--- src/rtl/projectile_pool_pkg.sv ---
// ff_pkg: shared coordinate, slot state and slot record types for the projectile pool
package ff_pkg;
  typedef logic [9:0] coord_t;
  typedef enum logic {SLOT_IDLE, SLOT_FLYING} slot_state_e;
  typedef struct packed {
    slot_state_e state;
    coord_t      x;
    coord_t      y;
    logic        dir;
  } slot_t;
  localparam int SCREEN_X_MAX = 639;
  function automatic coord_t abs_diff(input coord_t a, input coord_t b);
    return (a >= b) ? a - b : b - a;
  endfunction
endpackage

--- src/rtl/projectile_pool_if.sv ---
// projectile_pool_if: shooter/target/pixel bundle between the fighter, the pool and the color mapper; hit_count under PROJ_HIT_COUNT_EN
interface projectile_pool_if;
  import ff_pkg::*;
  logic       frame_clk, shoot, facing_left;
  coord_t     shooter_x, shooter_y, target_x, target_y, target_x_size, DrawX, DrawY;
  logic       is_proj, hit_pulse;
  logic [3:0] active_count;
`ifdef PROJ_HIT_COUNT_EN
  logic [7:0] hit_count;
  modport master (output frame_clk, shoot, facing_left, shooter_x, shooter_y, target_x, target_y,
                  target_x_size, DrawX, DrawY, input is_proj, hit_pulse, active_count, hit_count);
  modport slave (input frame_clk, shoot, facing_left, shooter_x, shooter_y, target_x, target_y,
                 target_x_size, DrawX, DrawY, output is_proj, hit_pulse, active_count, hit_count);
`else
  modport master (output frame_clk, shoot, facing_left, shooter_x, shooter_y, target_x, target_y,
                  target_x_size, DrawX, DrawY, input is_proj, hit_pulse, active_count);
  modport slave (input frame_clk, shoot, facing_left, shooter_x, shooter_y, target_x, target_y,
                 target_x_size, DrawX, DrawY, output is_proj, hit_pulse, active_count);
`endif
endinterface

--- src/rtl/projectile_pool_slot.sv ---
// projectile_slot: one projectile's IDLE/FLYING state, per-frame motion, screen-edge retire, target hit test and pixel term
module projectile_slot
  import ff_pkg::*;
#(
  parameter int PROJ_STEP = 4,
  parameter int PROJ_SIZE = 4,
  parameter int X_MAX     = SCREEN_X_MAX
) (
  input  logic   Clk,
  input  logic   Reset_n,
  input  logic   tick_i,
  input  logic   spawn_i,
  input  coord_t x_i,
  input  coord_t y_i,
  input  logic   dir_i,
  input  coord_t target_x_i,
  input  coord_t target_y_i,
  input  coord_t target_x_size_i,
  input  coord_t draw_x_i,
  input  coord_t draw_y_i,
  output logic   flying_o,
  output logic   flying_nx_o,
  output logic   hit_o,
  output logic   pix_o
);
  slot_t  s_q, s_d;
  coord_t nx;
  logic   moving, edge_out, hit_d;
  assign flying_o    = s_q.state == SLOT_FLYING;
  assign nx          = s_q.dir ? s_q.x - coord_t'(PROJ_STEP) : s_q.x + coord_t'(PROJ_STEP);
  assign edge_out    = s_q.dir ? (s_q.x < coord_t'(PROJ_STEP)) : (s_q.x > coord_t'(X_MAX - PROJ_STEP));
  assign hit_d       = (11'(abs_diff(nx, target_x_i)) <= 11'(target_x_size_i) + 11'(PROJ_SIZE)) &&
                       (abs_diff(s_q.y, target_y_i) <= coord_t'(PROJ_SIZE));
  assign moving      = tick_i & flying_o;
  assign hit_o       = moving & ~edge_out & hit_d;
  assign flying_nx_o = s_d.state == SLOT_FLYING;
  assign pix_o       = flying_o && (abs_diff(draw_x_i, s_q.x) <= coord_t'(PROJ_SIZE)) &&
                       (abs_diff(draw_y_i, s_q.y) <= coord_t'(PROJ_SIZE));
  // next slot record: load on spawn, otherwise step and retire on edge or hit
  always_comb begin
    s_d = s_q;
    if (spawn_i) s_d = '{state: SLOT_FLYING, x: x_i, y: y_i, dir: dir_i};
    else if (moving) begin
      s_d.x     = edge_out ? s_q.x : nx;
      s_d.state = (edge_out || hit_d) ? SLOT_IDLE : SLOT_FLYING;
    end
  end
  // slot register, cleared to an idle projectile at the origin
  always_ff @(posedge Clk or negedge Reset_n)
    if (!Reset_n) s_q <= '{state: SLOT_IDLE, x: '0, y: '0, dir: 1'b0};
    else          s_q <= s_d;
endmodule

--- src/rtl/projectile_pool.sv ---
// projectile_pool: NUM_PROJ-slot projectile pool with fire cooldown, hit pulse and occupancy count; PROJ_HIT_COUNT_EN adds a saturating hit_count
module projectile_pool
  import ff_pkg::*;
#(
  parameter int NUM_PROJ        = 4,
  parameter int PROJ_STEP       = 4,
  parameter int PROJ_SIZE       = 4,
  parameter int COOLDOWN_FRAMES = 15,
  parameter int X_MAX           = SCREEN_X_MAX
) (
  input logic             Clk,
  input logic             Reset_n,
  projectile_pool_if.slave bus
);
  logic                frame_q, shoot_q, pending_q, pending_d, hit_pulse_q;
  logic [7:0]          cd_q, cd_d;
  logic [3:0]          count_q, count_d;
  logic [NUM_PROJ-1:0] flying, flying_nx, hit, pix, spawn;
  logic                tick, shoot_edge, can_spawn, taken;
  assign tick       = bus.frame_clk & ~frame_q;
  assign shoot_edge = bus.shoot & ~shoot_q;
  assign can_spawn  = tick & pending_q & (cd_q == '0) & ~&flying;
  assign pending_d  = shoot_edge | (pending_q & ~tick);
  assign cd_d       = !tick ? cd_q : |spawn ? 8'(COOLDOWN_FRAMES) : (cd_q != '0) ? cd_q - 8'd1 : cd_q;
  // lowest-index slot idle at the start of the tick takes the spawn
  always_comb begin
    spawn = '0;
    taken = 1'b0;
    for (int i = 0; i < NUM_PROJ; i++) begin
      spawn[i] = can_spawn & ~flying[i] & ~taken;
      taken    = taken | spawn[i];
    end
  end
  // occupancy after this cycle's updates
  always_comb begin
    count_d = '0;
    for (int i = 0; i < NUM_PROJ; i++) count_d = count_d + 4'(flying_nx[i]);
  end
  for (genvar g = 0; g < NUM_PROJ; g++) begin : g_slot
    projectile_slot #(.PROJ_STEP(PROJ_STEP), .PROJ_SIZE(PROJ_SIZE), .X_MAX(X_MAX)) u_slot (
      .Clk(Clk), .Reset_n(Reset_n), .tick_i(tick), .spawn_i(spawn[g]),
      .x_i(bus.shooter_x), .y_i(bus.shooter_y), .dir_i(bus.facing_left),
      .target_x_i(bus.target_x), .target_y_i(bus.target_y), .target_x_size_i(bus.target_x_size),
      .draw_x_i(bus.DrawX), .draw_y_i(bus.DrawY),
      .flying_o(flying[g]), .flying_nx_o(flying_nx[g]), .hit_o(hit[g]), .pix_o(pix[g])
    );
  end
  // edge detectors, fire request, cooldown and registered status outputs
  always_ff @(posedge Clk or negedge Reset_n)
    if (!Reset_n) begin
      frame_q     <= 1'b0;
      shoot_q     <= 1'b0;
      pending_q   <= 1'b0;
      cd_q        <= '0;
      count_q     <= '0;
      hit_pulse_q <= 1'b0;
    end else begin
      frame_q     <= bus.frame_clk;
      shoot_q     <= bus.shoot;
      pending_q   <= pending_d;
      cd_q        <= cd_d;
      count_q     <= count_d;
      hit_pulse_q <= |hit;
    end
  assign bus.is_proj      = |pix;
  assign bus.hit_pulse    = hit_pulse_q;
  assign bus.active_count = count_q;
`ifdef PROJ_HIT_COUNT_EN
  logic [7:0] hc_q, hc_d;
  logic [3:0] hits_n;
  // hits this cycle added into a counter that sticks at 255
  always_comb begin
    hits_n = '0;
    for (int i = 0; i < NUM_PROJ; i++) hits_n = hits_n + 4'(hit[i]);
    hc_d = (9'(hc_q) + 9'(hits_n) > 9'd255) ? 8'd255 : hc_q + 8'(hits_n);
  end
  // hit counter register
  always_ff @(posedge Clk or negedge Reset_n)
    if (!Reset_n) hc_q <= '0;
    else          hc_q <= hc_d;
  assign bus.hit_count = hc_q;
`endif
endmodule
--- src/flat_wrapper.sv ---
// flat-port wrapper written by rule: the top's interface ports become plain ports
module projectile_pool_flat import ff_pkg::*;
#(
  parameter int NUM_PROJ        = 4,
  parameter int PROJ_STEP       = 4,
  parameter int PROJ_SIZE       = 4,
  parameter int COOLDOWN_FRAMES = 15,
  parameter int X_MAX           = SCREEN_X_MAX
)
  (Clk, Reset_n, bus_frame_clk, bus_shoot, bus_facing_left, bus_shooter_x, bus_shooter_y, bus_target_x, bus_target_y, bus_target_x_size, bus_DrawX, bus_DrawY, bus_is_proj, bus_hit_pulse, bus_active_count);
  projectile_pool_if bus_i ();
  input logic Clk;
  input logic Reset_n;
  input wire logic [$bits(bus_i.frame_clk)-1:0] bus_frame_clk;
  input wire logic [$bits(bus_i.shoot)-1:0] bus_shoot;
  input wire logic [$bits(bus_i.facing_left)-1:0] bus_facing_left;
  input wire logic [$bits(bus_i.shooter_x)-1:0] bus_shooter_x;
  input wire logic [$bits(bus_i.shooter_y)-1:0] bus_shooter_y;
  input wire logic [$bits(bus_i.target_x)-1:0] bus_target_x;
  input wire logic [$bits(bus_i.target_y)-1:0] bus_target_y;
  input wire logic [$bits(bus_i.target_x_size)-1:0] bus_target_x_size;
  input wire logic [$bits(bus_i.DrawX)-1:0] bus_DrawX;
  input wire logic [$bits(bus_i.DrawY)-1:0] bus_DrawY;
  output wire logic [$bits(bus_i.is_proj)-1:0] bus_is_proj;
  output wire logic [$bits(bus_i.hit_pulse)-1:0] bus_hit_pulse;
  output wire logic [$bits(bus_i.active_count)-1:0] bus_active_count;
  assign bus_i.frame_clk = bus_frame_clk;
  assign bus_i.shoot = bus_shoot;
  assign bus_i.facing_left = bus_facing_left;
  assign bus_i.shooter_x = bus_shooter_x;
  assign bus_i.shooter_y = bus_shooter_y;
  assign bus_i.target_x = bus_target_x;
  assign bus_i.target_y = bus_target_y;
  assign bus_i.target_x_size = bus_target_x_size;
  assign bus_i.DrawX = bus_DrawX;
  assign bus_i.DrawY = bus_DrawY;
  assign bus_is_proj = bus_i.is_proj;
  assign bus_hit_pulse = bus_i.hit_pulse;
  assign bus_active_count = bus_i.active_count;
  projectile_pool #(.NUM_PROJ(NUM_PROJ), .PROJ_STEP(PROJ_STEP), .PROJ_SIZE(PROJ_SIZE), .COOLDOWN_FRAMES(COOLDOWN_FRAMES), .X_MAX(X_MAX)) u_core (.Clk(Clk), .Reset_n(Reset_n), .bus(bus_i));
endmodule
--- config.mk ---
export PLATFORM = sky130hd
export DESIGN_NAME = projectile_pool_flat
export DESIGN_NICKNAME = d
export VERILOG_FILES = /design/src/rtl/projectile_pool_pkg.sv /design/src/rtl/projectile_pool_if.sv /design/src/rtl/projectile_pool_slot.sv /design/src/rtl/projectile_pool.sv /design/src/flat_wrapper.sv
export SDC_FILE = /design/constraint.sdc
export NUM_CORES = 1
export LEC_CHECK = 0
export CORE_UTILIZATION = 55
export CTS_BUF_LIST = sky130_fd_sc_hd__clkbuf_16
export CTS_CLUSTER_DIAMETER = 120
export DETAILED_ROUTE_END_ITERATION = 7
export DONT_BUFFER_PORTS = 1
export PLACE_DENSITY = 0.79
export SYNTH_ARGS = -nofsm -noshare
export SYNTH_HDL_FRONTEND = slang
export SYNTH_HIERARCHICAL = 1
export SYNTH_SLANG_ARGS = --single-unit
--- constraint.sdc ---
create_clock -name Clk -period 5.8 [get_ports Clk]
set_input_delay 1.16 -clock Clk [delete_from_list [all_inputs] [get_ports Clk]]
set_output_delay 1.16 -clock Clk [all_outputs]
set_load 0.03 [all_outputs]
==> impl_results.md <==
- Ant diodes: 0
- Finished Core Util: 63.1%
- Worst path arrival time: 6.32 ns
- H-Tree Depth: 3
- Largest net degree at the start of global routing: 104
- Final Total Pwr: 10.2 mW
- Die H: 190 um
- Worst skew pair latency: 0.38 ns
- Area of the multi-input gates: 15600 um2
- Pins Over Slew Limit: 0
- Gr ovfl total: 0
- Critical Path End Type: register
- DP HPWL: 49600 um
- Post-synth top area share: 23.5%
- Failing checks: negative setup slack
- Leakage power: 10.7 nW
- Main synth FF type: dfrtp_1
- Slew Limit Headroom: 35.5%
- Peak supply drop: 0.000409 V
- RD Place Congestion: 1.01
- Cells after Synth: 2506
- Area Overhead vs Synth: 12.9%
- Worst Path Required: 6.07 ns
- Final min period: 6.05 ns
- Total track usage: 34.2%
- Tcrit/Tclk final: 104%
- RSZ-0062 raised after global routing: yes
- Placed Cells: 3081
- Final instance area: 21900 um2
- Area of the core: 34600 um2
- Rows: 68
- CP max stage delay: 0.44 ns
- Longest Clk Path Bufs: 2
- Final Setup Violations: 3
- Final Non-Filler Cells: 3115
- CTS Root Cell: clkbuf_16
- DR iter-0 viols: 1349
- Port bufs: 0
- Synth area leaders: ha_1, dfrtp_1, inv_1
- Fin Clk Skew: 0.0131 ns
- Critical path peak fanout: 7
- Register Area: 2580 um2
- Initial core utilization: 55.9%
- First-pass GRT wire length: 98200 um
- Initial antenna violation count: 0
- Largest area contributor in the netlist: ha_1
- Layout cells sized above 1: 13.8%
- Most frequent cell after synthesis: ha_1
- Setup WS post-layout: -0.252 ns
- #FFs+latches synth: 103
- Pre-antenna DRT Iters: 5
- Sequential-to-total area share from yosys stat: 13.3%
- Post-synthesis cell area: 19400 um2
- Synthesized Nets: 2954
- PD cells: 467 nW/um2
- Critical path class: register to register
- Vias/cell: 6.10
- Vias in the first global route: 18700
- Die width: 190 um
- DR WL/cell: 19.9 um
- Share of async-settable or async-resettable flops after synthesis: 100%
- Placed inst area: 21100 um2
- Post-synth EDFFs: 0
- Yosys warns: 6
- Residual DRC: 0
- Hold crit path type: register to register
- Post-synth top cells: ha_1, inv_1, nand2_1, o21ai_0, a21oi_1
- Status: complete, but fails checks
- Critical Path Source Type: register
- Slew @ Worst Pin: 0.963 ns
- Max-cap viol count: 0
- Reg clk slew, reported paths: 0.08 ns
- ANT nets after route: 0
- Num ports: 81
- Avg Cell Area, Syn: 7.73 um2
- Die area: 36000 um2
- CTS sink count: 103
- Total number of vias: 19000
- CTS Buf Count: 9
- Yosys cell types: 102
- Crit-path slowest cell: dfrtp_1
- Routed Wire Length: 62100 um
- Highest clock rate: 165 MHz
- TritonCTS clock tree: done
- Sum Neg Setup Slack: -0.488 ns
- Fillcell total: 2979
- Nets: 3104
- Fin. Hold Viols: 0
-- routing by layer --
layer / up-vias / share of wire (%) / track usage [%]
li1: 9078 / - / -
met1: 9012 / 41 / 40.8
met2: 713 / 47 / 58.0
met3: 187 / 7.2 / 6.33
met4: 0 / 5.4 / 18.1
met5: - / 0 / 0
-- cells in the final DEF (no fill, tap or decap), types with 10 or more instances in the layout --
cell type  instances
nand4_1           26
a21oi_2           16
o21a_1            39
xnor2_1           97
nor3_2            11
and3_1            14
a211o_1           13
ha_1             357
and2_1            12
o21ai_1           14
a31oi_1           22
mux2_2            30
nand2_1          203
xor2_1            55
a21oi_1          155
nand2b_1          31
nand3_1           70
dfrtp_1          102
nor2b_1           45
nor2_1           124
o21bai_1          21
mux2i_1           72
inv_1            342
o31a_1            10
nor4_1            10
a21o_1            50
nor3_1            54
a211oi_1          20
o211ai_1          14
o21ai_0          172
buf_4            192
-- what timing repair did --
action / 4_1_cts / 5_1_grt
endpoints found under the setup margin: 3 / 3
buffers inserted: 14 / 5
pin swaps: 21 / 20
hold buffers: 0 / 0
resized for setup: 31 / 36
-- flip-flops by register name (all words and copies together), names as in the netlist --
register and cells:
u_core/shoot_q 1, u_core/g_slot.u_slot/flying_o 4, u_core/pending_q 1, u_core/bus.hit_pulse 1, u_core/cd_q 8, u_core/frame_q 1
u_core/g_slot.u_slot/s_q 84, u_core/bus.active_count 3
-- per-stage QoR --
stage                     hold WS [ns]  setup WS [ns]
after floorplan                  0.400         0.0301
after global placement           0.416         -0.453
after detailed placement         0.424         -0.569
after CTS                        0.435         -0.103
after global routing             0.453         -0.506
final                            0.430         -0.252
-- worst paths after layout --
check	from	end	slack, ns	cells past startpoint
hold reg to reg	u_core/shoot_q	u_core/pending_q	0.43	1
min in group asynchronous	Reset_n	u_core/g_slot[3].u_slot/s_q[2]	0.49	0
setup reg to reg	u_core/g_slot[0].u_slot/s_q[13]	u_core/bus.active_count[1]	-0.25	28
max in group asynchronous	Reset_n	u_core/g_slot[3].u_slot/s_q[0]	5.05	0
setup / recovery	u_core/g_slot[0].u_slot/s_q[13]	u_core/bus.active_count[1]	-0.25	28
hold / removal	u_core/shoot_q	u_core/pending_q	0.43	1
-- critical path, delay by kind of cell, from the launching register on --
kind                       cells  cell delay [ns]
and+or+nand+nor                4             0.56
AOI/OAI and AO/OA             11             2.28
adders and majority gates      6             1.59
DFF                            1             0.44
xor gates and xnor gates       1             0.11
buffers and inverters          4             0.42
muxes                          2             0.56
-- cell type report --
cell class | instances | share of cell area, %
repair buffers | 197 | 6.89
well taps | 455 | 2.60
clock inverters | 6 | 0.315
clock buffers | 9 | 1.03
inverters | 349 | 5.99
flip-flops and latches | 103 | 11.8
multi-input cells | 1996 | 71.4
-- kinds of logic after synthesis --
logic type	Yosys count	share of synthesized area (%)
AO/OA/AOI/OAI	678	23.3
XOR/XNOR	157	7.10
multiplexers	113	6.24
other	1	0.0194
AND/OR/NAND/NOR	674	17.5
adder cells (fa/ha/maj)	373	24.4
flip-flops	103	13.3
buffers and inverters	407	8.13
-- where the power goes --
part | internal [mW] | switching [mW] | total [mW]
combinational | 3.89 | 4.44 | 8.33
clock | 0.337 | 0.325 | 0.662
sequential | 0.926 | 0.300 | 1.23
Power figures use the tool's default switching activity.
